**src/rtl/axi_m2s_mn_if.sv**
```systemverilog
// axi_m2s_mn_if: bundle between N AXI masters and one slave port.
// Master buses are flattened, with master i in slice i.
interface axi_m2s_mn_if #(
  parameter int NUM_MASTER = 4,
  parameter int W_MIDX     = 2,
  parameter int W_ID       = 4,
  parameter int W_ADDR     = 32,
  parameter int W_DATA     = 32,
  parameter int W_STRB     = W_DATA/8,
  parameter int W_SID      = W_MIDX+W_ID
) ();
  logic [NUM_MASTER*W_ID-1:0]   M_AWID;
  logic [NUM_MASTER*W_ADDR-1:0] M_AWADDR;
  logic [NUM_MASTER*8-1:0]      M_AWLEN;
  logic [NUM_MASTER*3-1:0]      M_AWSIZE;
  logic [NUM_MASTER*2-1:0]      M_AWBURST;
  logic [NUM_MASTER-1:0]        M_AWVALID;
  logic [NUM_MASTER-1:0]        M_AWREADY;

  logic [NUM_MASTER*W_ID-1:0]   M_WID;
  logic [NUM_MASTER*W_DATA-1:0] M_WDATA;
  logic [NUM_MASTER*W_STRB-1:0] M_WSTRB;
  logic [NUM_MASTER-1:0]        M_WLAST;
  logic [NUM_MASTER-1:0]        M_WVALID;
  logic [NUM_MASTER-1:0]        M_WREADY;

  logic [NUM_MASTER*W_ID-1:0]   M_ARID;
  logic [NUM_MASTER*W_ADDR-1:0] M_ARADDR;
  logic [NUM_MASTER*8-1:0]      M_ARLEN;
  logic [NUM_MASTER*3-1:0]      M_ARSIZE;
  logic [NUM_MASTER*2-1:0]      M_ARBURST;
  logic [NUM_MASTER-1:0]        M_ARVALID;
  logic [NUM_MASTER-1:0]        M_ARREADY;

  logic [W_SID-1:0]  S_AWID;
  logic [W_ADDR-1:0] S_AWADDR;
  logic [7:0]        S_AWLEN;
  logic [2:0]        S_AWSIZE;
  logic [1:0]        S_AWBURST;
  logic              S_AWVALID;
  logic              S_AWREADY;

  logic [W_SID-1:0]  S_WID;
  logic [W_DATA-1:0] S_WDATA;
  logic [W_STRB-1:0] S_WSTRB;
  logic              S_WLAST;
  logic              S_WVALID;
  logic              S_WREADY;

  logic [W_SID-1:0]  S_ARID;
  logic [W_ADDR-1:0] S_ARADDR;
  logic [7:0]        S_ARLEN;
  logic [2:0]        S_ARSIZE;
  logic [1:0]        S_ARBURST;
  logic              S_ARVALID;
  logic              S_ARREADY;

  logic              WQ_FULL;

  modport slave (
    input  M_AWID, M_AWADDR, M_AWLEN, M_AWSIZE,
    input  M_AWBURST, M_AWVALID,
    input  M_WID, M_WDATA, M_WSTRB, M_WLAST, M_WVALID,
    input  M_ARID, M_ARADDR, M_ARLEN, M_ARSIZE,
    input  M_ARBURST, M_ARVALID,
    input  S_AWREADY, S_WREADY, S_ARREADY,
    output M_AWREADY, M_WREADY, M_ARREADY,
    output S_AWID, S_AWADDR, S_AWLEN, S_AWSIZE,
    output S_AWBURST, S_AWVALID,
    output S_WID, S_WDATA, S_WSTRB, S_WLAST, S_WVALID,
    output S_ARID, S_ARADDR, S_ARLEN, S_ARSIZE,
    output S_ARBURST, S_ARVALID,
    output WQ_FULL
  );

  modport master (
    output M_AWID, M_AWADDR, M_AWLEN, M_AWSIZE,
    output M_AWBURST, M_AWVALID,
    output M_WID, M_WDATA, M_WSTRB, M_WLAST, M_WVALID,
    output M_ARID, M_ARADDR, M_ARLEN, M_ARSIZE,
    output M_ARBURST, M_ARVALID,
    output S_AWREADY, S_WREADY, S_ARREADY,
    input  M_AWREADY, M_WREADY, M_ARREADY,
    input  S_AWID, S_AWADDR, S_AWLEN, S_AWSIZE,
    input  S_AWBURST, S_AWVALID,
    input  S_WID, S_WDATA, S_WSTRB, S_WLAST, S_WVALID,
    input  S_ARID, S_ARADDR, S_ARLEN, S_ARSIZE,
    input  S_ARBURST, S_ARVALID,
    input  WQ_FULL
  );
endinterface

```
**src/rtl/axi_m2s_mn.sv**
```systemverilog
// axi_m2s_mn: N-master to 1-slave AXI request mux with
// round-robin AW/AR grants and AW-ordered W routing.
module axi_m2s_mn_arb #(
  parameter int N     = 4,
  parameter int W_IDX = 2
) (
  input  logic             clk_i,
  input  logic             rst_ni,
  input  logic [N-1:0]     req_i,
  input  logic             en_i,
  input  logic             hs_i,
  output logic             lock_o,
  output logic [W_IDX-1:0] grant_o
);
  typedef enum logic {ARB_IDLE, ARB_LOCKED} arb_state_e;

  arb_state_e       state_q;
  logic [W_IDX-1:0] g_q;
  logic [W_IDX-1:0] p_q;
  logic [W_IDX-1:0] pick_d;
  logic [W_IDX-1:0] p_d;
  logic             any_d;
  int               idx;

  // First requester scanning p, p+1, ... mod N
  always_comb begin
    pick_d = '0;
    any_d  = 1'b0;
    idx    = 0;
    for (int k = 0; k < N; k++) begin
      idx = int'(p_q) + k;
      if (idx >= N) idx = idx - N;
      if (!any_d && req_i[W_IDX'(idx)]) begin
        any_d  = 1'b1;
        pick_d = W_IDX'(idx);
      end
    end
  end

  always_comb begin
    p_d = g_q + W_IDX'(1);
    if (g_q == W_IDX'(N-1)) p_d = '0;
  end

  always_ff @(posedge clk_i or negedge rst_ni) begin
    if (!rst_ni) begin
      state_q <= ARB_IDLE;
      g_q     <= '0;
      p_q     <= '0;
    end else begin
      unique case (state_q)
        ARB_IDLE: begin
          if (en_i && any_d) begin
            g_q     <= pick_d;
            state_q <= ARB_LOCKED;
          end
        end
        ARB_LOCKED: begin
          if (hs_i) begin
            p_q     <= p_d;
            state_q <= ARB_IDLE;
          end
        end
      endcase
    end
  end

  assign lock_o  = (state_q == ARB_LOCKED);
  assign grant_o = g_q;
endmodule

module axi_m2s_mn #(
  parameter int NUM_MASTER  = 4,
  parameter int W_MIDX      = 2,
  parameter int W_ID        = 4,
  parameter int W_ADDR      = 32,
  parameter int W_DATA      = 32,
  parameter int W_STRB      = W_DATA/8,
  parameter int W_SID       = W_MIDX+W_ID,
  parameter logic [W_ADDR-1:0] ADDR_BASE = '0,
  parameter int ADDR_LENGTH = 12,
  parameter int WQ_DEPTH    = 4
) (
  input logic          AXI_CLK,
  input logic          AXI_RSTn,
  axi_m2s_mn_if.slave  bus
);
  localparam int W_TAG = W_ADDR - ADDR_LENGTH;
  localparam int W_PTR = $clog2(WQ_DEPTH);
  localparam logic [W_TAG-1:0] BASE_TAG =
    ADDR_BASE[W_ADDR-1:ADDR_LENGTH];

  logic [NUM_MASTER-1:0] aw_req;
  logic [NUM_MASTER-1:0] ar_req;
  logic                  aw_lock;
  logic                  ar_lock;
  logic [W_MIDX-1:0]     aw_g;
  logic [W_MIDX-1:0]     ar_g;
  logic                  aw_hs;
  logic                  ar_hs;

  logic [W_MIDX-1:0] wq_mem_q [WQ_DEPTH];
  logic [W_PTR-1:0]  wq_wr_q;
  logic [W_PTR-1:0]  wq_rd_q;
  logic [W_PTR:0]    wq_cnt_q;
  logic [W_PTR:0]    wq_cnt_d;
  logic              wq_full_q;
  logic              wq_vld;
  logic [W_MIDX-1:0] wq_head;
  logic              wq_pop;

  always_comb begin
    aw_req = '0;
    ar_req = '0;
    for (int i = 0; i < NUM_MASTER; i++) begin
      aw_req[i] = bus.M_AWVALID[i] &&
        (bus.M_AWADDR[i*W_ADDR+ADDR_LENGTH +: W_TAG] == BASE_TAG);
      ar_req[i] = bus.M_ARVALID[i] &&
        (bus.M_ARADDR[i*W_ADDR+ADDR_LENGTH +: W_TAG] == BASE_TAG);
    end
  end

  // A full queue blocks new AW grants so every accepted AW has a slot
  axi_m2s_mn_arb #(.N(NUM_MASTER), .W_IDX(W_MIDX)) u_aw_arb (
    .clk_i   (AXI_CLK),
    .rst_ni  (AXI_RSTn),
    .req_i   (aw_req),
    .en_i    (!wq_full_q),
    .hs_i    (aw_hs),
    .lock_o  (aw_lock),
    .grant_o (aw_g)
  );

  axi_m2s_mn_arb #(.N(NUM_MASTER), .W_IDX(W_MIDX)) u_ar_arb (
    .clk_i   (AXI_CLK),
    .rst_ni  (AXI_RSTn),
    .req_i   (ar_req),
    .en_i    (1'b1),
    .hs_i    (ar_hs),
    .lock_o  (ar_lock),
    .grant_o (ar_g)
  );

  assign aw_hs = aw_lock & bus.M_AWVALID[aw_g] & bus.S_AWREADY;
  assign ar_hs = ar_lock & bus.M_ARVALID[ar_g] & bus.S_ARREADY;

  always_comb begin
    bus.S_AWID    = '0;
    bus.S_AWADDR  = '0;
    bus.S_AWLEN   = '0;
    bus.S_AWSIZE  = '0;
    bus.S_AWBURST = '0;
    bus.S_AWVALID = 1'b0;
    bus.M_AWREADY = '0;
    if (aw_lock) begin
      bus.S_AWID    = W_SID'({aw_g,
                        bus.M_AWID[int'(aw_g)*W_ID +: W_ID]});
      bus.S_AWADDR  = bus.M_AWADDR[int'(aw_g)*W_ADDR +: W_ADDR];
      bus.S_AWLEN   = bus.M_AWLEN[int'(aw_g)*8 +: 8];
      bus.S_AWSIZE  = bus.M_AWSIZE[int'(aw_g)*3 +: 3];
      bus.S_AWBURST = bus.M_AWBURST[int'(aw_g)*2 +: 2];
      bus.S_AWVALID = bus.M_AWVALID[aw_g];
      bus.M_AWREADY[aw_g] = bus.S_AWREADY;
    end
  end

  always_comb begin
    bus.S_ARID    = '0;
    bus.S_ARADDR  = '0;
    bus.S_ARLEN   = '0;
    bus.S_ARSIZE  = '0;
    bus.S_ARBURST = '0;
    bus.S_ARVALID = 1'b0;
    bus.M_ARREADY = '0;
    if (ar_lock) begin
      bus.S_ARID    = W_SID'({ar_g,
                        bus.M_ARID[int'(ar_g)*W_ID +: W_ID]});
      bus.S_ARADDR  = bus.M_ARADDR[int'(ar_g)*W_ADDR +: W_ADDR];
      bus.S_ARLEN   = bus.M_ARLEN[int'(ar_g)*8 +: 8];
      bus.S_ARSIZE  = bus.M_ARSIZE[int'(ar_g)*3 +: 3];
      bus.S_ARBURST = bus.M_ARBURST[int'(ar_g)*2 +: 2];
      bus.S_ARVALID = bus.M_ARVALID[ar_g];
      bus.M_ARREADY[ar_g] = bus.S_ARREADY;
    end
  end

  assign wq_vld  = (wq_cnt_q != '0);
  assign wq_head = wq_mem_q[wq_rd_q];
  assign wq_pop  = wq_vld & bus.M_WVALID[wq_head]
                 & bus.S_WREADY & bus.M_WLAST[wq_head];

  always_comb begin
    wq_cnt_d = wq_cnt_q;
    unique case ({aw_hs, wq_pop})
      2'b10:   wq_cnt_d = wq_cnt_q + (W_PTR+1)'(1);
      2'b01:   wq_cnt_d = wq_cnt_q - (W_PTR+1)'(1);
      default: wq_cnt_d = wq_cnt_q;
    endcase
  end

  always_ff @(posedge AXI_CLK or negedge AXI_RSTn) begin
    if (!AXI_RSTn) begin
      wq_wr_q   <= '0;
      wq_rd_q   <= '0;
      wq_cnt_q  <= '0;
      wq_full_q <= 1'b0;
      for (int k = 0; k < WQ_DEPTH; k++) wq_mem_q[k] <= '0;
    end else begin
      if (aw_hs) begin
        wq_mem_q[wq_wr_q] <= aw_g;
        wq_wr_q           <= wq_wr_q + W_PTR'(1);
      end
      if (wq_pop) wq_rd_q <= wq_rd_q + W_PTR'(1);
      wq_cnt_q  <= wq_cnt_d;
      wq_full_q <= (wq_cnt_d == (W_PTR+1)'(WQ_DEPTH));
    end
  end

  assign bus.WQ_FULL = wq_full_q;

  // W beats only ever come from the master at the queue head
  always_comb begin
    bus.S_WID    = '0;
    bus.S_WDATA  = '0;
    bus.S_WSTRB  = '0;
    bus.S_WLAST  = 1'b0;
    bus.S_WVALID = 1'b0;
    bus.M_WREADY = '0;
    if (wq_vld) begin
      bus.S_WID    = W_SID'({wq_head,
                       bus.M_WID[int'(wq_head)*W_ID +: W_ID]});
      bus.S_WDATA  = bus.M_WDATA[int'(wq_head)*W_DATA +: W_DATA];
      bus.S_WSTRB  = bus.M_WSTRB[int'(wq_head)*W_STRB +: W_STRB];
      bus.S_WLAST  = bus.M_WLAST[wq_head];
      bus.S_WVALID = bus.M_WVALID[wq_head];
      bus.M_WREADY[wq_head] = bus.S_WREADY;
    end
  end
endmodule

```
**src/flat_wrapper.sv**
```systemverilog
// flat-port wrapper written by rule: the top's interface ports become plain ports
module axi_m2s_mn_flat 
#(
  parameter int NUM_MASTER  = 4,
  parameter int W_MIDX      = 2,
  parameter int W_ID        = 4,
  parameter int W_ADDR      = 32,
  parameter int W_DATA      = 32,
  parameter int W_STRB      = W_DATA/8,
  parameter int W_SID       = W_MIDX+W_ID,
  parameter logic [W_ADDR-1:0] ADDR_BASE = '0,
  parameter int ADDR_LENGTH = 12,
  parameter int WQ_DEPTH    = 4
)
  (AXI_CLK, AXI_RSTn, bus_M_AWID, bus_M_AWADDR, bus_M_AWLEN, bus_M_AWSIZE, bus_M_AWBURST, bus_M_AWVALID, bus_M_WID, bus_M_WDATA, bus_M_WSTRB, bus_M_WLAST, bus_M_WVALID, bus_M_ARID, bus_M_ARADDR, bus_M_ARLEN, bus_M_ARSIZE, bus_M_ARBURST, bus_M_ARVALID, bus_S_AWREADY, bus_S_WREADY, bus_S_ARREADY, bus_M_AWREADY, bus_M_WREADY, bus_M_ARREADY, bus_S_AWID, bus_S_AWADDR, bus_S_AWLEN, bus_S_AWSIZE, bus_S_AWBURST, bus_S_AWVALID, bus_S_WID, bus_S_WDATA, bus_S_WSTRB, bus_S_WLAST, bus_S_WVALID, bus_S_ARID, bus_S_ARADDR, bus_S_ARLEN, bus_S_ARSIZE, bus_S_ARBURST, bus_S_ARVALID, bus_WQ_FULL);
  axi_m2s_mn_if #(.NUM_MASTER(NUM_MASTER), .W_MIDX(W_MIDX), .W_ID(W_ID), .W_ADDR(W_ADDR), .W_DATA(W_DATA), .W_STRB(W_STRB), .W_SID(W_SID)) bus_i ();
  input logic AXI_CLK;
  input logic AXI_RSTn;
  input wire logic [$bits(bus_i.M_AWID)-1:0] bus_M_AWID;
  input wire logic [$bits(bus_i.M_AWADDR)-1:0] bus_M_AWADDR;
  input wire logic [$bits(bus_i.M_AWLEN)-1:0] bus_M_AWLEN;
  input wire logic [$bits(bus_i.M_AWSIZE)-1:0] bus_M_AWSIZE;
  input wire logic [$bits(bus_i.M_AWBURST)-1:0] bus_M_AWBURST;
  input wire logic [$bits(bus_i.M_AWVALID)-1:0] bus_M_AWVALID;
  input wire logic [$bits(bus_i.M_WID)-1:0] bus_M_WID;
  input wire logic [$bits(bus_i.M_WDATA)-1:0] bus_M_WDATA;
  input wire logic [$bits(bus_i.M_WSTRB)-1:0] bus_M_WSTRB;
  input wire logic [$bits(bus_i.M_WLAST)-1:0] bus_M_WLAST;
  input wire logic [$bits(bus_i.M_WVALID)-1:0] bus_M_WVALID;
  input wire logic [$bits(bus_i.M_ARID)-1:0] bus_M_ARID;
  input wire logic [$bits(bus_i.M_ARADDR)-1:0] bus_M_ARADDR;
  input wire logic [$bits(bus_i.M_ARLEN)-1:0] bus_M_ARLEN;
  input wire logic [$bits(bus_i.M_ARSIZE)-1:0] bus_M_ARSIZE;
  input wire logic [$bits(bus_i.M_ARBURST)-1:0] bus_M_ARBURST;
  input wire logic [$bits(bus_i.M_ARVALID)-1:0] bus_M_ARVALID;
  input wire logic [$bits(bus_i.S_AWREADY)-1:0] bus_S_AWREADY;
  input wire logic [$bits(bus_i.S_WREADY)-1:0] bus_S_WREADY;
  input wire logic [$bits(bus_i.S_ARREADY)-1:0] bus_S_ARREADY;
  output wire logic [$bits(bus_i.M_AWREADY)-1:0] bus_M_AWREADY;
  output wire logic [$bits(bus_i.M_WREADY)-1:0] bus_M_WREADY;
  output wire logic [$bits(bus_i.M_ARREADY)-1:0] bus_M_ARREADY;
  output wire logic [$bits(bus_i.S_AWID)-1:0] bus_S_AWID;
  output wire logic [$bits(bus_i.S_AWADDR)-1:0] bus_S_AWADDR;
  output wire logic [$bits(bus_i.S_AWLEN)-1:0] bus_S_AWLEN;
  output wire logic [$bits(bus_i.S_AWSIZE)-1:0] bus_S_AWSIZE;
  output wire logic [$bits(bus_i.S_AWBURST)-1:0] bus_S_AWBURST;
  output wire logic [$bits(bus_i.S_AWVALID)-1:0] bus_S_AWVALID;
  output wire logic [$bits(bus_i.S_WID)-1:0] bus_S_WID;
  output wire logic [$bits(bus_i.S_WDATA)-1:0] bus_S_WDATA;
  output wire logic [$bits(bus_i.S_WSTRB)-1:0] bus_S_WSTRB;
  output wire logic [$bits(bus_i.S_WLAST)-1:0] bus_S_WLAST;
  output wire logic [$bits(bus_i.S_WVALID)-1:0] bus_S_WVALID;
  output wire logic [$bits(bus_i.S_ARID)-1:0] bus_S_ARID;
  output wire logic [$bits(bus_i.S_ARADDR)-1:0] bus_S_ARADDR;
  output wire logic [$bits(bus_i.S_ARLEN)-1:0] bus_S_ARLEN;
  output wire logic [$bits(bus_i.S_ARSIZE)-1:0] bus_S_ARSIZE;
  output wire logic [$bits(bus_i.S_ARBURST)-1:0] bus_S_ARBURST;
  output wire logic [$bits(bus_i.S_ARVALID)-1:0] bus_S_ARVALID;
  output wire logic [$bits(bus_i.WQ_FULL)-1:0] bus_WQ_FULL;
  assign bus_i.M_AWID = bus_M_AWID;
  assign bus_i.M_AWADDR = bus_M_AWADDR;
  assign bus_i.M_AWLEN = bus_M_AWLEN;
  assign bus_i.M_AWSIZE = bus_M_AWSIZE;
  assign bus_i.M_AWBURST = bus_M_AWBURST;
  assign bus_i.M_AWVALID = bus_M_AWVALID;
  assign bus_i.M_WID = bus_M_WID;
  assign bus_i.M_WDATA = bus_M_WDATA;
  assign bus_i.M_WSTRB = bus_M_WSTRB;
  assign bus_i.M_WLAST = bus_M_WLAST;
  assign bus_i.M_WVALID = bus_M_WVALID;
  assign bus_i.M_ARID = bus_M_ARID;
  assign bus_i.M_ARADDR = bus_M_ARADDR;
  assign bus_i.M_ARLEN = bus_M_ARLEN;
  assign bus_i.M_ARSIZE = bus_M_ARSIZE;
  assign bus_i.M_ARBURST = bus_M_ARBURST;
  assign bus_i.M_ARVALID = bus_M_ARVALID;
  assign bus_i.S_AWREADY = bus_S_AWREADY;
  assign bus_i.S_WREADY = bus_S_WREADY;
  assign bus_i.S_ARREADY = bus_S_ARREADY;
  assign bus_M_AWREADY = bus_i.M_AWREADY;
  assign bus_M_WREADY = bus_i.M_WREADY;
  assign bus_M_ARREADY = bus_i.M_ARREADY;
  assign bus_S_AWID = bus_i.S_AWID;
  assign bus_S_AWADDR = bus_i.S_AWADDR;
  assign bus_S_AWLEN = bus_i.S_AWLEN;
  assign bus_S_AWSIZE = bus_i.S_AWSIZE;
  assign bus_S_AWBURST = bus_i.S_AWBURST;
  assign bus_S_AWVALID = bus_i.S_AWVALID;
  assign bus_S_WID = bus_i.S_WID;
  assign bus_S_WDATA = bus_i.S_WDATA;
  assign bus_S_WSTRB = bus_i.S_WSTRB;
  assign bus_S_WLAST = bus_i.S_WLAST;
  assign bus_S_WVALID = bus_i.S_WVALID;
  assign bus_S_ARID = bus_i.S_ARID;
  assign bus_S_ARADDR = bus_i.S_ARADDR;
  assign bus_S_ARLEN = bus_i.S_ARLEN;
  assign bus_S_ARSIZE = bus_i.S_ARSIZE;
  assign bus_S_ARBURST = bus_i.S_ARBURST;
  assign bus_S_ARVALID = bus_i.S_ARVALID;
  assign bus_WQ_FULL = bus_i.WQ_FULL;
  axi_m2s_mn #(.NUM_MASTER(NUM_MASTER), .W_MIDX(W_MIDX), .W_ID(W_ID), .W_ADDR(W_ADDR), .W_DATA(W_DATA), .W_STRB(W_STRB), .W_SID(W_SID), .ADDR_BASE(ADDR_BASE), .ADDR_LENGTH(ADDR_LENGTH), .WQ_DEPTH(WQ_DEPTH)) u_core (.AXI_CLK(AXI_CLK), .AXI_RSTn(AXI_RSTn), .bus(bus_i));
endmodule
```
**config.mk**
```make
export PLATFORM = sky130hd
export DESIGN_NAME = axi_m2s_mn_flat
export DESIGN_NICKNAME = d
export VERILOG_FILES = /design/src/rtl/axi_m2s_mn_if.sv /design/src/rtl/axi_m2s_mn.sv /design/src/flat_wrapper.sv
export SDC_FILE = /design/constraint.sdc
export NUM_CORES = 1
export LEC_CHECK = 0
export ABC_AREA = 1
export CORE_AREA = 2 2 283 285
export CTS_BUF_LIST = sky130_fd_sc_hd__clkbuf_4 sky130_fd_sc_hd__clkbuf_8
export DETAILED_ROUTE_END_ITERATION = 6
export DIE_AREA = 0 0 285 287
export HOLD_SLACK_MARGIN = 0.02
export SYNTH_ARGS = -nofsm -noshare
export SYNTH_HDL_FRONTEND = slang
export SYNTH_SLANG_ARGS = --single-unit
```
**constraint.sdc**
```tcl
create_clock -name AXI_CLK -period 3.08 [get_ports AXI_CLK]
set_clock_uncertainty 0.2 [all_clocks]
set_input_delay 0.308 -clock AXI_CLK [delete_from_list [all_inputs] [get_ports AXI_CLK]]
set_output_delay 0.308 -clock AXI_CLK [all_outputs]
set_load 0.02 [all_outputs]
```
======== After elaboration in Yosys (flattened, before gate mapping) ========
Cells that the tools add are included.
storage, ports and cells
  input port bits ......................... 573
  output and inout bits ................... 161
  register bits ........................... 26
  logic and storage cells ................. 229
operators by class
  shifts and indexed selects .............. 13
  bitwise gates (word level) .............. 14
  reduce and logical (&&, ||, !) cells .... 39
  eq/ne operators ......................... 5
  $lt $le $gt $ge ......................... 25
  $mul .................................... 2
  add/sub/neg operators ................... 20
  muxes and demuxes ....................... 97
operators with widths
  cell                   number
  $shiftx A128 B8 Y32    3
  $logic_not A20 Y1      8
  $mux W32               3
  $shiftx A12 B32 Y3     2
  $shiftx A16 B5 Y4      4
  $shiftx A32 B6 Y8      2
  $mux W2                23
  $mux W1                39
  $lt A2 B4 Y1 const B   8
  $bmux W1 S2            12
  $ge A3 B3 Y1 const B   8
  $logic_and A1 B1 Y1    19
  $mux W6                3
  $mux W4                4
  $mux W8                2
  $shiftx A8 B4 Y2       2
  $sub A2 B1 Y2 const B  8
  $add A2 B2 Y3 const B  4
  $and A4 B4 Y4          3
  $lt A2 B3 Y1 const B   3
  $add A2 B1 Y2 const B  4
  $bwmux W8              1
  $mul A2 B2 Y4 const B  2
  $reduce_and A2 Y1      4
  other kinds (20)       44

======== Depth between registers and ports, before layout ========
  word-level depth ........................ 18
  gate-level depth with buffers ........... 17
  mapped depth without buffers ............ 16

======== Modules after synthesis ========
A second synthesis with hierarchy kept.
second synthesis, totals
  cells, all modules ...................... 1146
  area total of the unflattened synthesis .. 6672.6 um2
by module, submodules not included
  module          area an instance (um2)  times used  cells an instance
  axi_m2s_mn      5714.2                  1           992
  axi_m2s_mn_arb  479.2                   2           77

======== Worst setup path after synthesis ========
No wires, ideal clock.
  path type ............................... register -> register
  start point ............................. register u_core.wq_rd_q[0]
  end point ............................... register u_core.wq_full_q, in the netlist u_core.bus.WQ_FULL
  buffers on the path ..................... 1
  clock period less this slack ............ 2781 ps
  data arrival time ....................... 2493 ps
  cell stages (with the launch flop) ...... 15
  setup slack ............................. 299 ps
  library setup time ...................... 88 ps
  path through ............................ dfrtp_1 buf_6 nor2_1 nor2_1 nand2_1 nand2_4 nand2_1 o22ai_2 nor3_4 nand2_2 nor2_4 ha_1 fa_1 mux2_2 nor3b_1
between the ends
  longest elaborated chain between the ends .. 12
ends and longest elaborated chain
  what                                                 RTL line           RTL
  from (decl)                                          axi_m2s_mn.sv:104  logic [W_PTR-1:0] wq_rd_q;
  from (signal assigned)                               axi_m2s_mn.sv:213  if (wq_pop) wq_rd_q <= wq_rd_q + W_PTR'(1);
  $not A2 Y3 (not written as such) *                   axi_m2s_mn.sv:188  assign wq_head = wq_mem_q[wq_rd_q];
  $bmux W2 S2 *                                        axi_m2s_mn.sv:188
  $mux W2 (not written as such) * (2 in a row)         axi_m2s_mn.sv:188
  $bmux W1 S2                                          axi_m2s_mn.sv:189  assign wq_pop = wq_vld & bus.M_WVALID[wq_head]
  $mux W1 (not written as such)                        axi_m2s_mn.sv:189
  $and A1 B1 Y1                                        axi_m2s_mn.sv:189
  $and A1 B1 Y1                                        axi_m2s_mn.sv:190  & bus.S_WREADY & bus.M_WLAST[wq_head];
  $and A1 B1 Y1 *                                      axi_m2s_mn.sv:190
  $eq A2 B1 Y1 / $eq A2 B2 Y1 (equally long branches)  axi_m2s_mn.sv:194  unique case ({aw_hs, wq_pop})
  $pmux W3 S2 *                                        axi_m2s_mn.sv:194
  named net u_core.wq_cnt_d[1]                         axi_m2s_mn.sv:106  logic [W_PTR:0] wq_cnt_d;
  $eq A3 B3 Y1 *                                       axi_m2s_mn.sv:215  wq_full_q <= (wq_cnt_d == (W_PTR+1)'(WQ_DEPTH));
  to (signal assigned)                                 axi_m2s_mn.sv:215
  to (decl)                                            axi_m2s_mn.sv:107  logic wq_full_q;
The timed path passes the listed nets; every way through them passes the cells marked *. The select of a mux whose other input is x is not followed.
A chain may end at the register's enable or synchronous reset.

======== Worst setup path in the final report ========
  start point ............................. register u_core.u_aw_arb.g_q[0], in the netlist u_core.u_aw_arb.grant_o[0]
  end point ............................... output port bus_S_AWADDR[5]
between the ends
  longest elaborated chain between the ends .. 2
ends and longest elaborated chain
  what                    RTL line            RTL
  from (decl)             axi_m2s_mn.sv:18    logic [W_IDX-1:0] g_q;
  from (signal assigned)  axi_m2s_mn.sv:54    g_q <= pick_d;
  $shiftx A128 B8 Y32     axi_m2s_mn.sv:158   bus.S_AWADDR = bus.M_AWADDR[int'(aw_g)*W_ADDR +: W_ADDR];
  $mux W32                axi_m2s_mn.sv:155   if (aw_lock) begin
  to (decl)               flat_wrapper.sv:43  output wire logic [$bits(bus_i.S_AWADDR)-1:0] bus_S_AWADDR;
No other way between the ends.

==> impl_metrics.ini <==
[routing]
num_vias = 11700
drc = 0
first_pass_iters = 5
vias_per_cell = 3.82
wl_mm = 54.2
drt_iter0_markers = 648
ant_nets = 0
routedWlPerCell_um = 17.7

[global_routing]
grt_pass1_vias = 11500
antenna_found_initial = 2
overflow = 0
grt_max_degree = 107
grt_use_total = 0.122
grt_pass1_wl_mm = 75.1

[layout]
n_fill_cell = 9024
drive_above_1_share = 0.0649
instances_no_fill = 3069
syn_to_final_growth_pct = 131
num-nets-final = 2606

[place]
post-place-cells = 3058
portBuffers = 733
place_ws_ns = -0.0109
hpwlAfterDp_mm = 46.3
gp_congestion = 0.907

[die]
start_util = 0.0863
die_x_um = 285
io_pins = 734
core_area_um2 = 78600
die_height_um = 287
die-area_um2 = 81800
std_cell_rows = 103

[synth]
synth_edf_count = 0
seq_area_frac_synth = 0.0959
synth_ff_type = dfrtp_1
ys_ff_latch = 26
syn_avg_cell_area_um2 = 5.06
async_flop_share = 1.00
yosysTopAreaCell = nor2_1
yosysWarnings = 0
ys_top_cells_by_area = nor2_1 (26%), o21ai_0 (16%), a21oi_1 (12%)
synth_fp_nets = 1929
synth_area_um2 = 6780
yosys.area.top_type_share = 0.255
synth_cell_types = 38
synthCells = 1342

[status]
status = completed

[power]
combPwrFrac = 0.925
p_clk_frac = 0.024
power_mw = 13.9
power_frac_seq = 0.052
power.leakage_nw = 6.04
vdd_drop_max_mv = 0.597
p_per_area_nw_per_um2 = 885
p_int_mw = 5.88
net-switching-power_mw = 7.99
swShare = 0.576

[timing]
timing.hold.ws_ns = 0.301
finalHoldViolCount = 0
period_needed_ns = 3.03
post-route-period-util = 0.983
slew_headroom = 0.371
fin_setup_tns_ns = 0
worstMarginPinSlew_ns = 0.934
timing.final.ws_setup_ns = 0.0537
finalSetupViolCount = 0
fmax_ghz = 0.330
drv_slew = 0

[clock_network]
numCtsBuffers = 3
cts_tree = yes
cts.sinks = 26
clk_pin_slew_ns = 0.12
insertion_delay_ns = 0.31
clock-root-buffer = clkbuf_8
cts_max_path_buffers = 2
htree_num_levels = 1

[hold_path]
hp-class = flip-flop to flip-flop

[critical_path]
cp-start-kind = flip-flop
cp.arrival_ns = 2.52
crit_type = flip-flop to output port
crit_required_ns = 2.57
crit_fanout = 106
cp-end-kind = output port

[run]
maxCapViolCount = 0
-- final timing paths --
kind | from | end | slack, ns | depth (start not counted)
max | u_core.u_aw_arb.grant_o[0]$_DFFE_PN0P_ | bus_S_AWADDR[5] | 0.05 | 6
min | u_core.wq_mem_q[5]$_DFFE_PN0P_ | u_core.wq_mem_q[5]$_DFFE_PN0P_ | 0.30 | 2
max reg2reg | u_core.wq_rd_q[0]$_DFFE_PN0P_ | u_core.bus.WQ_FULL$_DFF_PN0_ | 0.19 | 14
min reg2reg | u_core.wq_mem_q[5]$_DFFE_PN0P_ | u_core.wq_mem_q[5]$_DFFE_PN0P_ | 0.30 | 2
max in group asynchronous | AXI_RSTn | u_core.u_ar_arb.grant_o[0]$_DFFE_PN0P_ | 1.72 | 2
min in group asynchronous | AXI_RSTn | u_core.wq_wr_q[1]$_DFFE_PN0P_ | 0.42 | 2
-- what timing repair did --
item	CTS	global route
pin swaps	0	2
setup buffers	0	5
resized for setup	43	12
hold buffers	1	0
endpoints found under the hold margin	26	0
cloned	0	0
endpoints found under the setup margin	41	44
-- critical path: stages (launching register included) --
cell and delay, ns:
dfrtp_4 0.54, buf_16 0.25, nor2_1 0.43, nor2_1 0.06, o21ai_0 0.36, a21oi_1 0.27, buf_4 0.23
-- power groups by stage --
stage | sequential [mW] | clock (mW) | combinational [mW]
after global placement | 0.720 | 0 | 13.2
final | 0.716 | 0.327 | 12.8
after detailed placement | 0.722 | 0 | 13.3
after floorplan | 0.606 | 0 | 6.77
after global routing | 0.748 | 0.366 | 13.8
after CTS | 0.719 | 0.358 | 12.9
-- flip-flops by register name, summed over array words and instances, names as in the netlist --
| name | flops |
|---|---|
| u_core.u_aw_arb.lock_o | 1 |
| u_core.u_ar_arb.grant_o | 2 |
| u_core.wq_rd_q | 2 |
| u_core.u_aw_arb.p_q | 2 |
| u_core.u_ar_arb.p_q | 2 |
| u_core.wq_wr_q | 2 |
| u_core.wq_mem_q | 8 |
| u_core.bus.WQ_FULL | 1 |
| u_core.wq_cnt_q | 3 |
| u_core.u_ar_arb.lock_o | 1 |
| u_core.u_aw_arb.grant_o | 2 |
-- stage by stage --
step / cell area, um^2 / utilization
floorplan: 6780 / -
global placement: 15500 / 0.198
detailed placement: 15500 / 0.198
CTS: 15600 / 0.198
global route: 15700 / 0.199
finish: 15700 / 0.199
-- synthesized netlist by cell type, types with 10 or more instances --
library cell,number
nor2_1,461
o21ai_0,212
a21oi_1,159
nand2_1,123
a22oi_1,80
inv_1,69
clkbuf_1,54
nand3_1,36
buf_2,28
dfrtp_1,26
buf_1,16
ha_1,13
nand4_1,10
-- per-layer routing --
layer	GRT usage	vias to the layer above	part of all wire
met2	0.225	561	0.51
li1	-	5844	-
met4	0.0369	0	0.033
met3	0.0239	60	0.076
met5	0	-	0
met1	0.143	5255	0.38
-- kinds of logic (layout without fill, tap and decap cells) --
family / count (synthesis) / in the layout / share of synthesized area
AO/OA/AOI/OAI: 467 / 467 / 0.380
other: 0 / 1 / 0
adder cells (fa/ha/maj): 14 / 14 / 0.0269
buffers and inverters: 180 / 856 / 0.107
flip-flops: 26 / 26 / 0.0959
multiplexers: 1 / 1 / 0.00166
XOR/XNOR: 6 / 6 / 0.00775
AND/OR/NAND/NOR: 648 / 648 / 0.380
-- layout make-up --
class / instances / area, um^2 / share of cell area
clock buffers: 3 / 41.3 / 0.00263
multi-input cells: 1136 / 5450 / 0.347
well taps: 1050 / 1310 / 0.0838
diodes: 1 / 2.50 / 0.000160
clock inverters: 1 / 30.0 / 0.00192
inverters: 79 / 305 / 0.0195
flip-flops and latches: 26 / 662 / 0.0422
repair buffers: 773 / 7880 / 0.502
-- cells in the final DEF, fill, tap and decap left out, types with 3 or more instances in the layout --
master           instances
buf_12                  30
dfrtp_1                 21
nand3_1                 36
nor2_2                   4
o21ai_2                  3
buf_6                    3
a22oi_1                 78
inv_1                   68
o21ai_0                212
o22ai_1                  3
inv_2                    6
nand4_1                 10
xnor2_1                  3
clkdlybuf4s50_1        644
clkbuf_8                 3
xor2_1                   3
nand2_2                  5
nor2_1                 461
ha_1                    12
o211ai_1                 6
dfrtp_2                  3
dlygate4sd2_1           38
nand2_1                122
a21oi_1                159
buf_4                   53
No activity file was read; power rests on OpenSTA's default activity.
==> patch, RTL diff (same settings) <==
`NUM_MASTER` is set to 4 in 3 places; all go to 3.
--- a/src/rtl/axi_m2s_mn_if.sv
+++ b/src/rtl/axi_m2s_mn_if.sv
@@ -1,7 +1,7 @@
 // axi_m2s_mn_if: bundle between N AXI masters and one slave port.
 // Master buses are flattened, with master i in slice i.
 interface axi_m2s_mn_if #(
-  parameter int NUM_MASTER = 4,
+  parameter int NUM_MASTER = 3,
   parameter int W_MIDX     = 2,
   parameter int W_ID       = 4,
   parameter int W_ADDR     = 32,
--- a/src/rtl/axi_m2s_mn.sv
+++ b/src/rtl/axi_m2s_mn.sv
@@ -70,7 +70,7 @@
 endmodule
 
 module axi_m2s_mn #(
-  parameter int NUM_MASTER  = 4,
+  parameter int NUM_MASTER  = 3,
   parameter int W_MIDX      = 2,
   parameter int W_ID        = 4,
   parameter int W_ADDR      = 32,
--- a/src/flat_wrapper.sv
+++ b/src/flat_wrapper.sv
@@ -1,7 +1,7 @@
 // flat-port wrapper written by rule: the top's interface ports become plain ports
 module axi_m2s_mn_flat 
 #(
-  parameter int NUM_MASTER  = 4,
+  parameter int NUM_MASTER  = 3,
   parameter int W_MIDX      = 2,
   parameter int W_ID        = 4,
   parameter int W_ADDR      = 32,
Ports: changed (20 resized); port bits go from 734 to 589. No check against the original RTL was run, so the function may have changed too.
==> patch against the unedited design <==
  * Synthesized area down 11%
  * Setup slack better by 0.059 ns
  * Design area down 15%
  * Cell count down 8.2%
  * Sequential share of layout area up 0.68 points
  * Via count down 14%
  * Routed wire length down 24%
  * Fmax up 2.0%
  * Sequential cell count unchanged
  * Count of clock-buffer cells in the layout unchanged
  * Non-clock buffer count down 160
  * Total power down 25%
  * Critical endpoint is now bus_S_ARADDR[15]
  * Largest cell class unchanged
==> patch: results (changes against the unedited design) <==
| Metric | Value |
|---|---|
| Placed instance area | 13200 um^2 (was 15500 um^2) |
| Mapped Nets | 1659 (was 1929) |
| Clk. pwr | 0.000330 W |
| Comb. pwr | 0.00940 W (was 0.0128 W) |
| Mux cell area share after synthesis | 0.00188 (was 0.00166) |
| Peak supply drop | 0.531 mV (was 0.597 mV) |
| Worst path max stage delay | 0.60 ns (was 0.54 ns) |
| Filler cell count | 9069 (was 9024) |
| Via/cell ratio | 3.58 (was 3.82) |
| M1 WL | 15900 um (was 20800 um) |
| Yosys cell types | 42 (was 38) |
| Number of global-route vias before repair | 10166 (was 11535) |
| Top layer in use | met5 (was met4) |
| Routed WL | 41000 um (was 54200 um) |
| Share of layout cells above drive strength 1 | 0.0396 (was 0.0649) |
| Num CTS Buffers | 3 (unchanged) |
| Sequential share of the synthesized area | 0.108 (was 0.0959) |
| Top cells by instance count after synthesis | 480 x nand2_1, 207 x nand3_1, 176 x inv_1 (was 461 x nor2_1, 212 x o21ai_0, 159 x a21oi_1) |
| Crit path DAT | 2.46 ns (was 2.52 ns) |
| Synthesized-area fraction occupied by adder cells | 0.0263 (was 0.0269) |
| Largest net degree at the start of global routing | 55 (was 107) |
| RD Place Congestion | 0.882 (was 0.907) |
| DRT iter0 DRCs | 479 (was 648) |
| Dpl ws | 0.214 ns (was -0.0109 ns) |
| CP max stage cell | clkdlybuf4s50_1 (was dfrtp_4) |
| Dominant cells by area after synthesis | nand2_1 30%, nand3_1 17%, inv_1 11%, dfrtp_1 11%, nor2_1 5.8% (was nor2_1 26%, o21ai_0 16%, a21oi_1 12%, dfrtp_1 9.6%, a22oi_1 8.9%) |
| PortBufs | 588 (was 733) |
| Met3 Routed Length | 3410 um (was 4140 um) |
| Max FO, Critical Path | 46 (was 106) |
| Grt met3 use | 0.0256 (was 0.0239) |
| Global Route Usage Sum | 0.0932 (was 0.122) |
| Status | completed (unchanged) |
| HPWL Detailed | 34700 um (was 46300 um) |
| Drt wl/cell | 14.5 um (was 17.7 um) |
| Family with the most delay on the worst path | buffers and inverters (was compound AO/OA/AOI/OAI gates) |
| DP Cell Count | 2809 (was 3058) |
| Met2 Use GR | 0.171 (was 0.225) |
| Nets | 2210 (was 2606) |
| Leakage | 6.14 nW (was 6.04 nW) |
| Synth Area in XOR/XNOR | 0.00729 (was 0.00775) |
| Synth Area in Compound Gates | 0.102 (was 0.380) |
| Power, Total | 0.0104 W (was 0.0139 W) |
| WL met2 | 20200 um (was 27400 um) |
| Syn Area/Cell | 4.94 um^2 (was 5.06 um^2) |
| Met1 Use GR | 0.103 (was 0.143) |
| Pre-antenna DRT Iters | 6 (was 5) |
## patch: final cells by class
cell class	count	area (um^2)	area share
diodes	1	2.50	0.000187
clock buffers	3	41.3	0.00309
clock inverters	1	30.0	0.00224
inverters	182	692	0.0517
multi-input cells	941	4420	0.330
flip-flops and latches	26	656	0.0490
well taps	1050	1310	0.0982
repair buffers	613	6230	0.466
## patch: path summary, 6_finish.rpt
check	from	to	slack [ns]	cells after the start
max in group asynchronous	AXI_RSTn	u_core.u_aw_arb.lock_o	1.70	2
max reg2reg	u_core.wq_rd_q[0]	u_core.bus.WQ_FULL	0.33	14
min reg2reg	u_core.wq_mem_q[7]	u_core.wq_mem_q[7]	0.31	2
min	u_core.wq_mem_q[7]	u_core.wq_mem_q[7]	0.31	2
max	u_core.u_ar_arb.grant_o[1]	bus_S_ARADDR[15]	0.11	7
min in group asynchronous	AXI_RSTn	u_core.wq_rd_q[0]	0.44	2
